**src/rtl/spc_write_arbiter.sv**
```systemverilog
`default_nettype none
// ============================================================================
// Module   : spc_write_arbiter
// Purpose  : Merges write streams from four requesters into the single
//            write port of the SPC data cache. Each requester has its own
//            DEPTH-entry FIFO of {addr, data}. A round-robin arbiter pops one
//            entry per cycle into a single output register stage. Writes that
//            find a full FIFO are dropped and counted.
// Ports    : clk          - clock, rising edge
//            rst          - asynchronous active-low reset
//            req_we[3:0]  - per-requester write strobe
//            req_addr     - 4 x 32-bit addresses, requester i at [32i+31:32i]
//            req_data     - 4 x 32-bit data, packed like req_addr
//            req_en[3:0]  - per-requester enable (strobes ignored when low)
//            cache_ready  - cache accepts the current output word
//            ovf_clr      - synchronous clear of ovf and drop_cnt
//            cache_we     - output word valid
//            cache_addr   - output address
//            cache_data   - output data
//            cache_src    - requester index owning the output word
//            ovf[3:0]     - sticky per-requester overflow flags
//            drop_cnt     - saturating count of dropped writes
//            busy         - any FIFO non-empty or output word valid
// Options  : SPC_ARB_SRCTAG_EN - when defined, cache_addr[31:30] carries the
//            granted requester index instead of the queued address bits.
// Revision : 1.0 - initial release
// ============================================================================
module spc_write_arbiter #(
  parameter int DEPTH = 4
) (
  input  logic         clk,
  input  logic         rst,
  input  logic [3:0]   req_we,
  input  logic [127:0] req_addr,
  input  logic [127:0] req_data,
  input  logic [3:0]   req_en,
  input  logic         cache_ready,
  input  logic         ovf_clr,
  output logic         cache_we,
  output logic [31:0]  cache_addr,
  output logic [31:0]  cache_data,
  output logic [1:0]   cache_src,
  output logic [3:0]   ovf,
  output logic [7:0]   drop_cnt,
  output logic         busy
);

  localparam int AW = (DEPTH > 1) ? $clog2(DEPTH) : 1;

  logic [3:0]  empty;
  logic [3:0]  full;
  logic [3:0]  wants;
  logic [3:0]  push;
  logic [3:0]  pop;
  logic [3:0]  drop;
  logic [31:0] head_addr [4];
  logic [31:0] head_data [4];
  logic [1:0]  last_grant;
  logic [1:0]  grant;
  logic [1:0]  rr_idx;
  logic        grant_vld;
  logic        loadable;
  logic [2:0]  ndrops;
  logic [8:0]  drop_sum;
  logic [31:0] load_addr;

  // --------------------------------------------------------------------------
  // Per-requester FIFOs
  // --------------------------------------------------------------------------
  generate
    for (genvar g = 0; g < 4; g++) begin : g_fifo
      logic [63:0]   mem [DEPTH];
      logic [AW-1:0] wr_ptr;
      logic [AW-1:0] rd_ptr;
      logic [AW:0]   count;

      assign empty[g] = (count == '0);
      assign full[g]  = (count == (AW+1)'(DEPTH));

      // Storage carries no reset; validity is tracked by count alone.
      always_ff @(posedge clk) begin
        if (push[g]) begin
          mem[wr_ptr] <= {req_addr[32*g +: 32], req_data[32*g +: 32]};
        end
      end

      // Pointers wrap naturally because DEPTH is a power of two.
      always_ff @(posedge clk or negedge rst) begin
        if (!rst) begin
          wr_ptr <= '0;
          rd_ptr <= '0;
          count  <= '0;
        end else begin
          if (push[g]) wr_ptr <= wr_ptr + 1'b1;
          if (pop[g])  rd_ptr <= rd_ptr + 1'b1;
          case ({push[g], pop[g]})
            2'b10:   count <= count + 1'b1;
            2'b01:   count <= count - 1'b1;
            default: count <= count;
          endcase
        end
      end

      assign head_addr[g] = mem[rd_ptr][63:32];
      assign head_data[g] = mem[rd_ptr][31:0];
    end
  endgenerate

  // --------------------------------------------------------------------------
  // Round-robin grant: search starts one past the last winner.
  // --------------------------------------------------------------------------
  always_comb begin
    grant     = 2'd0;
    grant_vld = 1'b0;
    rr_idx    = 2'd0;
    for (int k = 1; k <= 4; k++) begin
      rr_idx = last_grant + 2'(k);
      if (!grant_vld && !empty[rr_idx]) begin
        grant     = rr_idx;
        grant_vld = 1'b1;
      end
    end
  end

  assign loadable = !cache_we || cache_ready;

  // A full FIFO still accepts a push when it is being popped in the same cycle.
  always_comb begin
    wants = req_we & req_en;
    pop   = 4'b0000;
    if (loadable && grant_vld) pop[grant] = 1'b1;
    push  = wants & (~full | pop);
    drop  = wants & full & ~pop;
  end

  assign ndrops   = {2'b00, drop[0]} + {2'b00, drop[1]} +
                    {2'b00, drop[2]} + {2'b00, drop[3]};
  assign drop_sum = {1'b0, drop_cnt} + {6'b000000, ndrops};

`ifdef SPC_ARB_SRCTAG_EN
  assign load_addr = {grant, head_addr[grant][29:0]};
`else
  assign load_addr = head_addr[grant];
`endif

  // --------------------------------------------------------------------------
  // Output register stage
  // --------------------------------------------------------------------------
  always_ff @(posedge clk or negedge rst) begin
    if (!rst) begin
      cache_we   <= 1'b0;
      cache_addr <= '0;
      cache_data <= '0;
      cache_src  <= '0;
      last_grant <= 2'd3;
    end else if (loadable) begin
      if (grant_vld) begin
        cache_we   <= 1'b1;
        cache_addr <= load_addr;
        cache_data <= head_data[grant];
        cache_src  <= grant;
        last_grant <= grant;
      end else begin
        cache_we   <= 1'b0;
      end
    end
  end

  // --------------------------------------------------------------------------
  // Overflow tracking: a drop in the same cycle as ovf_clr survives the clear.
  // --------------------------------------------------------------------------
  always_ff @(posedge clk or negedge rst) begin
    if (!rst) begin
      ovf      <= '0;
      drop_cnt <= '0;
    end else if (ovf_clr) begin
      ovf      <= drop;
      drop_cnt <= {5'b00000, ndrops};
    end else begin
      ovf      <= ovf | drop;
      drop_cnt <= drop_sum[8] ? 8'hFF : drop_sum[7:0];
    end
  end

  assign busy = cache_we || !(&empty);

endmodule
`default_nettype wire
```
**config.mk**
```make
export PLATFORM = sky130hd
export DESIGN_NAME = spc_write_arbiter
export DESIGN_NICKNAME = d
export VERILOG_FILES = /design/src/rtl/spc_write_arbiter.sv
export SDC_FILE = /design/constraint.sdc
export NUM_CORES = 1
export LEC_CHECK = 0
export BUFFER_PORTS_ARGS = -buffer_cell sky130_fd_sc_hd__buf_2
export CAP_MARGIN = 20
export CORE_MARGIN = 1
export CORE_UTILIZATION = 54
export CTS_CLUSTER_SIZE = 24
export DETAILED_ROUTE_END_ITERATION = 10
export MAX_ROUTING_LAYER = met4
export PLACE_DENSITY = 0.77
export SETUP_SLACK_MARGIN = 0.1
export SLEW_MARGIN = 20
export SYNTH_ARGS = -nofsm -noshare
export SYNTH_HDL_FRONTEND = slang
export SYNTH_SLANG_ARGS = --single-unit
```
**constraint.sdc**
```tcl
create_clock -name clk -period 7.5 [get_ports clk]
set_input_delay 0.375 -clock clk [delete_from_list [all_inputs] [get_ports clk]]
set_output_delay 0.375 -clock clk [all_outputs]
set_load 0.05 [all_outputs]
```
Yosys cells after proc, flatten, opt, wreduce, memory -nomap -nowiden
Memory sizes are Yosys's and may differ from the RTL's.
Index checks and enable logic that the tools add are counted.
{ "op_classes": {"magnitude_cmp": 7, "n_bitwise": 9, "n_eq_ne": 12, "addsub": 23, "n_mux": 41, "reduce_logical": 24} }
{ "ops": {"columns": ["cell", "count"], "rows": [
  ["32-bit binary-select mux with 2-bit select", 2],
  ["32-bit 2-to-1 mux", 4],
  ["3-bit case mux with 2 select lines", 4],
  ["2-bit by 1-bit adder with 2-bit output, second input constant", 9],
  ["1-bit 2-to-1 mux", 18],
  ["4-bit bitwise AND", 4],
  ["8-bit 2-to-1 mux", 2],
  ["2-bit by 3-bit < comparator with 1-bit output, second input constant", 5],
  ["3-bit by 1-bit adder with 3-bit output, second input constant", 4],
  ["3-bit equality test, second input constant", 4],
  ["3-bit zero test", 4],
  ["3-bit by 1-bit subtractor with 3-bit output, second input constant", 4],
  ["8-bit by 3-bit adder with 9-bit output", 1],
  ["1-bit binary-select mux with 2-bit select", 4],
  ["2-bit by 1-bit equality test with 1-bit output, second input constant", 4],
  ["2-bit equality test, second input constant", 4],
  ["2-bit 2-to-1 mux", 4],
  ["4-bit 2-to-1 mux", 2],
  ["4-bit NOT", 2],
  ["4-bit OR", 2],
  ["2-bit nonzero test", 4],
  ["1-bit zero test", 7],
  ["1-bit logical AND", 5],
  ["2-bit adder, second input constant", 2],
  ["10 further kinds", 11]
]} }
{ "totals": {"register_bits": 109, "ramBits": 1024, "out_inout_bits": 80, "word_cells": 139, "n_memories": 4, "in_bits": 268} }
{ "mem_list": {"columns": ["name", "words", "width", "read_ports", "rd_ports_with_merged_regs", "wr", "line_no", "rtl"], "rows": [
  ["g_fifo[0].mem", 4, 64, 1, 0, 1, "72", "logic [63:0] mem [DEPTH];"],
  ["g_fifo[1].mem", 4, 64, 1, 0, 1, "72", null],
  ["g_fifo[2].mem", 4, 64, 1, 0, 1, "72", null],
  ["g_fifo[3].mem", 4, 64, 1, 0, 1, "72", null]
]} }

Logic depth before layout (Yosys ltp)
{ "logic_depth": {"ltp_word": 25, "depth_mapped": 18, "depth_no_buf": 16} }

Worst setup path before layout
OpenSTA, ideal clock, no wires.
{ "synth_timing": {"path_type": "register -> register", "from": "reg g_fifo[3].count[2]", "to": "mem g_fifo[2].mem[0][0] (enable)", "setup_time_ns": 0.578, "required_time_ns": 6.922, "path_buffers": 2, "stages_incl_launch_ff": 8, "period_less_slack_ns": 6.955, "arrival_ns": 6.377, "path_slack_ns": 0.545, "path_cell_list": "dfrtp_1 or3_1 buf_4 a32oi_1 and3_1 buf_2 a31oi_4 nor3b_1"} }
{ "synth_between": {"elab_chain_cells": 21, "elab_cells_between_ends": 36, "classes_between": "2 x order compare; 21 x mux; 2 x bitwise; 11 x reduce/logical"} }
{ "synth_rtl": {"columns": ["item", "line_no", "rtl"], "rows": [
  ["start, declared", "75", "logic [AW:0] count;"],
  ["start signal, assigned", "97", "2'b10: count <= count + 1'b1;"],
  ["start signal, assigned", "98", "2'b01: count <= count - 1'b1;"],
  ["start signal, assigned", "99", "default: count <= count;"],
  ["3-bit zero test (*)", "77", "assign empty[g] = (count == '0);"],
  ["1-bit binary-select mux with 2-bit select", "118", "if (!grant_vld && !empty[rr_idx]) begin"],
  ["1-bit 2-to-1 mux (not written as such)", "118", null],
  ["1-bit zero test", "118", null],
  ["1-bit logical AND", "118", null],
  ["1-bit 2-to-1 mux", "118", null],
  ["1-bit zero test", "118", null],
  ["1-bit logical AND", "118", null],
  ["(+5 left out)", null, null],
  ["1-bit logical AND (not written as such)", "131", "if (loadable && grant_vld) pop[grant] = 1'b1;"],
  ["1-bit 2-to-1 mux (not written as such)", "131", null],
  ["1-bit demux with 2-bit select", "131", null],
  ["4-bit 2-to-1 mux (*)", "131", null],
  ["4-bit OR (*)", "132", "push = wants & (~full | pop);"],
  ["4-bit bitwise AND (*)", "132", null],
  ["1-bit 2-to-1 mux (*)", "82", "if (push[g]) begin"],
  ["1-bit 2-to-1 mux (not written as such) (*)", "83", "mem[wr_ptr] <= {req_addr[32*g +: 32], req_data[32*g +: 32]};"],
  ["end, declared", "72", null]
]} }
Mark *: on every way between the ends. The rest lies on a longest branch, timed or not. The select of a mux whose other input is x is not followed.

Worst setup path in the final report
{ "layout_timing": {"from": "reg g_fifo[1].count[0]", "to": "reg drop_cnt[2]"} }
{ "layout_between": {"elab_chain_cells": 25, "elab_cells_between_ends": 42, "classes_between": "4 x add/sub; 2 x order compare; 1 x eq/ne; 21 x mux; 3 x bitwise; 11 x reduce/logical"} }
{ "layout_rtl": {"columns": ["item", "line_no", "rtl"], "rows": [
  ["start, declared", "75", null],
  ["start signal, assigned", "97", null],
  ["start signal, assigned", "98", null],
  ["start signal, assigned", "99", null],
  ["3-bit zero test", "77", null],
  ["1-bit binary-select mux with 2-bit select", "118", null],
  ["1-bit 2-to-1 mux (not written as such)", "118", null],
  ["1-bit zero test", "118", null],
  ["1-bit logical AND", "118", null],
  ["1-bit 2-to-1 mux", "118", null],
  ["1-bit zero test", "118", null],
  ["1-bit logical AND", "118", null],
  ["(+9 left out)", null, null],
  ["4-bit NOT", "133", "drop = wants & full & ~pop;"],
  ["4-bit bitwise AND (*)", "133", null],
  ["1-bit by 1-bit adder with 2-bit output", "136", "assign ndrops = {2'b00, drop[0]} + {2'b00, drop[1]} +"],
  ["2-bit by 1-bit adder with 3-bit output", "136", null],
  ["3-bit by 1-bit adder with 3-bit output (*)", "137", "{2'b00, drop[2]} + {2'b00, drop[3]};"],
  ["8-bit by 3-bit adder with 9-bit output", "138", "assign drop_sum = {1'b0, drop_cnt} + {6'b000000, ndrops};"],
  ["8-bit 2-to-1 mux", "181", "drop_cnt <= drop_sum[8] ? 8'hFF : drop_sum[7:0];"],
  ["8-bit 2-to-1 mux (*)", "176", "end else if (ovf_clr) begin"],
  ["end signal, assigned", "178", "drop_cnt <= {5'b00000, ndrops};"],
  ["end signal, assigned", "181", null],
  ["end, declared", "44", "output logic [7:0] drop_cnt,"]
]} }
Marks and branches as above.
A chain may end at the register's enable or synchronous reset.

==> out/metrics.yaml <==
outcome: "complete, no violations"
grt_pass1_vias: 25900
finalNetCount: 3235
min_period_ns: 5.54
relSlewSlack: 0.261
synth-simple-area-share: 0.0161
finalMaxSlewViolations: 0
final_cell_area_um2: 54800
grt_start_max_net_pins: 68
grt_use_total: 0.276
async_reset_ff_frac: 0.0962
htreeDepth: 3
place.port_buffers: 347
synthesis.yosys.warnings: 0
grt_first_pass_wirelength_um: 167000
synth_xor_area_frac: 0.00461
reg2reg_to: "drop_cnt[2]$_DFF_PN0_"
synth_area_leaders: "edfxtp_1, mux4_2, dfrtp_1"
endpoint_kind: "register"
die_x_um: 292
cts_made_buffers: 111
synth_top_area_frac: 0.675
fillerInstances: 5531
synth_cell_type_count: 63
hp-start: "req_we[3]"
crit_type: "register to register"
fin_skew_ns: 0.0300
ff2ff_setup_slack_ns: 1.96
path_clk_slew_ns: 0.06
p_int_mw: 13.9
cts.sinks: 1133
syn_area_per_cell_um2: 19.6
r2r_start: "g_fifo[1].count[0]$_DFFE_PN0P_"
muxShareOfSynthArea: 0.141
ant_nets: 0
power.density_nw_per_um2: 395
vias: 24700
p_seq_frac: 0.395
hold_viol: 0
r2r_cells: 16
setup_tns_ns: 0
power.switching_mw: 7.79
dp_slack_ns: 2.07
die-area_um2: 85500
placed_area_um2: 48600
gp_congestion: 0.880
power_frac_clock: 0.253
ys_ff_latch: 1133
clockBufferDepth: 3
cts_tree: "built"
synth_compound_area_frac: 0.0641
setup_viol: 0
fin_crit_sh: 0.738
p_comb_frac: 0.352
grt.overflow.total: 0
synthAdderAreaFrac: 0.00950
worst_slack_ns: 1.96
synth_nets: 2619
leakagePower_nw: 19.1
viasPerCell: 5.99
drv_cap: 0
drc: 0
critPathArrivalTime_ns: 6.11
synthesis.area_um2: 45600
mostFrequentLayoutCells: "edfxtp_1, buf_2, dlygate4sd3_1, mux4_2, inv_1"
dr.pass1.iters: 6
synth_top_family_by_area: "multiplexers"
switching_share: 0.360
fmax_ghz: 0.181
syn2layout_area_growth_pct: 20.3
worstHoldPathType: "input pin to register"
start_kind: "register"
seq_area_frac_synth: 0.735
yosys.area.top_type: "edfxtp_1"
ios: 348
rsz0062_at_grt: "false"
drt_iter0_drc: 2094
wl_per_cell_um: 27.3
start_util: 0.545
ctsRootBufferMaster: "clkbuf_16"
die_h_um: 292
antenna_found_initial: 16
ir_worst_vdd_uv: 419
crit_path_max_fanout: 28
holdWs_ns: 0.0495
total_power_mw: 21.7
crit_path_start: "g_fifo[1].count[0]$_DFFE_PN0P_"
synth_edf_count: 1024
syn_inst: 2320
drive_above_1_share: 0.306
fp-row-count: 106
cts_resized: 0
tightest_slew_ns: 1.11
clock_latency_ns: 0.69
core_um2: 83600
synth_ff_type: "edfxtp_1"
cp_data_required_time_ns: 8.08
dp_hpwl_um: 71500
crit_path_end: "drop_cnt[2]$_DFF_PN0_"
totalWireLength_um: 113000
layout_commonest_cell: "edfxtp_1"
synth_stat cells, types with 2 or more instances:
| cell type | instances |
|---|---|
| nor2_1 | 17 |
| nor2b_1 | 3 |
| clkbuf_1 | 55 |
| o311ai_1 | 2 |
| mux4_2 | 256 |
| fa_1 | 6 |
| buf_2 | 61 |
| nand2_1 | 94 |
| or3_1 | 5 |
| nand4_1 | 2 |
| nand2b_1 | 2 |
| a2111oi_2 | 60 |
| a2111oi_0 | 4 |
| dfstp_2 | 2 |
| inv_1 | 163 |
| o211ai_1 | 116 |
| buf_4 | 3 |
| buf_6 | 7 |
| o31a_1 | 2 |
| xor2_1 | 11 |
| buf_1 | 21 |
| clkbuf_2 | 6 |
| xnor2_1 | 13 |
| a31oi_1 | 68 |
| o2111ai_1 | 5 |
| ha_1 | 25 |
| a32o_1 | 4 |
| o221ai_1 | 20 |
| o211ai_2 | 2 |
| a22o_1 | 3 |
| o221a_2 | 2 |
| and3_1 | 3 |
| nor3b_1 | 10 |
| o21ai_0 | 4 |
| nand3_1 | 15 |
| nor3_1 | 4 |
| a31o_2 | 4 |
| and2_1 | 3 |
| a31oi_4 | 2 |
| a21oi_1 | 15 |
| mux2i_1 | 68 |
| dfrtp_1 | 107 |
| edfxtp_1 | 1024 |
| o21ai_2 | 2 |
flip-flops by register name, indices dropped and copies added, names as in the netlist:
name / cells
cache_addr: 32
cache_data: 32
cache_src: 2
cache_we: 1
drop_cnt: 8
g_fifo.count: 12
g_fifo.mem: 1024
g_fifo.rd_ptr: 8
g_fifo.wr_ptr: 8
last_grant: 2
ovf: 4
kinds of logic (layout without fill, tap and decap cells):
logic type      after synthesis  after routing
flops                      1133           1133
compound gates              328            328
mux                         324            324
buf+inv                     317           1028
simple gates                163            163
fa+ha+maj                    31             31
xor+xnor                     24             24
other cells                   0             17
worst max-delay path, stage by stage (launching register included):
cell,delay [ns]
dfrtp_1,0.45
nor3_1,0.66
a21boi_0,0.33
o21a_1,0.25
buf_4,0.24
o211ai_2,0.67
nand3_1,0.23
fa_1,0.54
inv_1,0.04
ha_1,0.19
ha_1,0.32
inv_1,0.06
fa_1,0.39
nor2b_1,0.17
o211ai_1,0.14
or3_1,0.50
a31oi_1,0.21
worst min-delay path by stage:
stage	end	slack (ns)	cells after the start
2_1_floorplan	cache_addr[0]$_DFFE_PN0N_	0.08	0
3_3_place_gp	cache_src[1]$_DFFE_PN0N_	0.46	2
3_5_place_dp	drop_cnt[6]$_DFF_PN0_	0.49	1
4_1_cts	ovf[2]$_DFF_PN0_	0.007	2
5_1_grt	ovf[2]$_DFF_PN0_	0.04	2
6_report	ovf[3]$_DFF_PN0_	0.05	2
cell type report:
type                    count  area (um^2)  share of cell area
well taps                1080         1350              0.0247
clock buffers             137         2950              0.0538
clock inverters            71          663              0.0121
flip-flops and latches   1133        33500               0.611
inverters                 164          616              0.0112
multi-input cells         870        11000               0.200
diodes                     17         42.5            0.000776
repair buffers            656         4710              0.0860
routing by layer:
| layer | up-vias | share of wire | GRT usage | routed length, um |
|---|---|---|---|---|
| met4 | 0 | 0.030 | 0.0865 | 3340 |
| li1 | 10700 | - | - | - |
| met1 | 12800 | 0.38 | 0.349 | 43200 |
| met3 | 166 | 0.081 | 0.0609 | 9180 |
| met2 | 1028 | 0.51 | 0.447 | 57100 |
| met5 | - | 0 | - | 0 |
power by group through the flow:
stage,Combinational [mW],Sequential (mW),Clock (mW)
finish,7.64,8.56,5.48
global route,8.08,8.66,5.80
CTS,7.71,8.57,5.55
detailed placement,7.56,8.69,0
global placement,7.44,8.64,0
floorplan,4.98,8.89,0
metrics by stage:
step,utilization,cells
after CTS,0.655,4110
after floorplan,-,2320
after global placement,0.581,3642
final,0.656,4128
after global routing,0.656,4126
after detailed placement,0.581,3642
timing repair:
action / CTS / global route
buffers inserted: 0 / 0
endpoints found under the hold margin: 1082 / 0
hold buffers: 260 / 0
No activity file was read; power rests on OpenSTA's default activity.
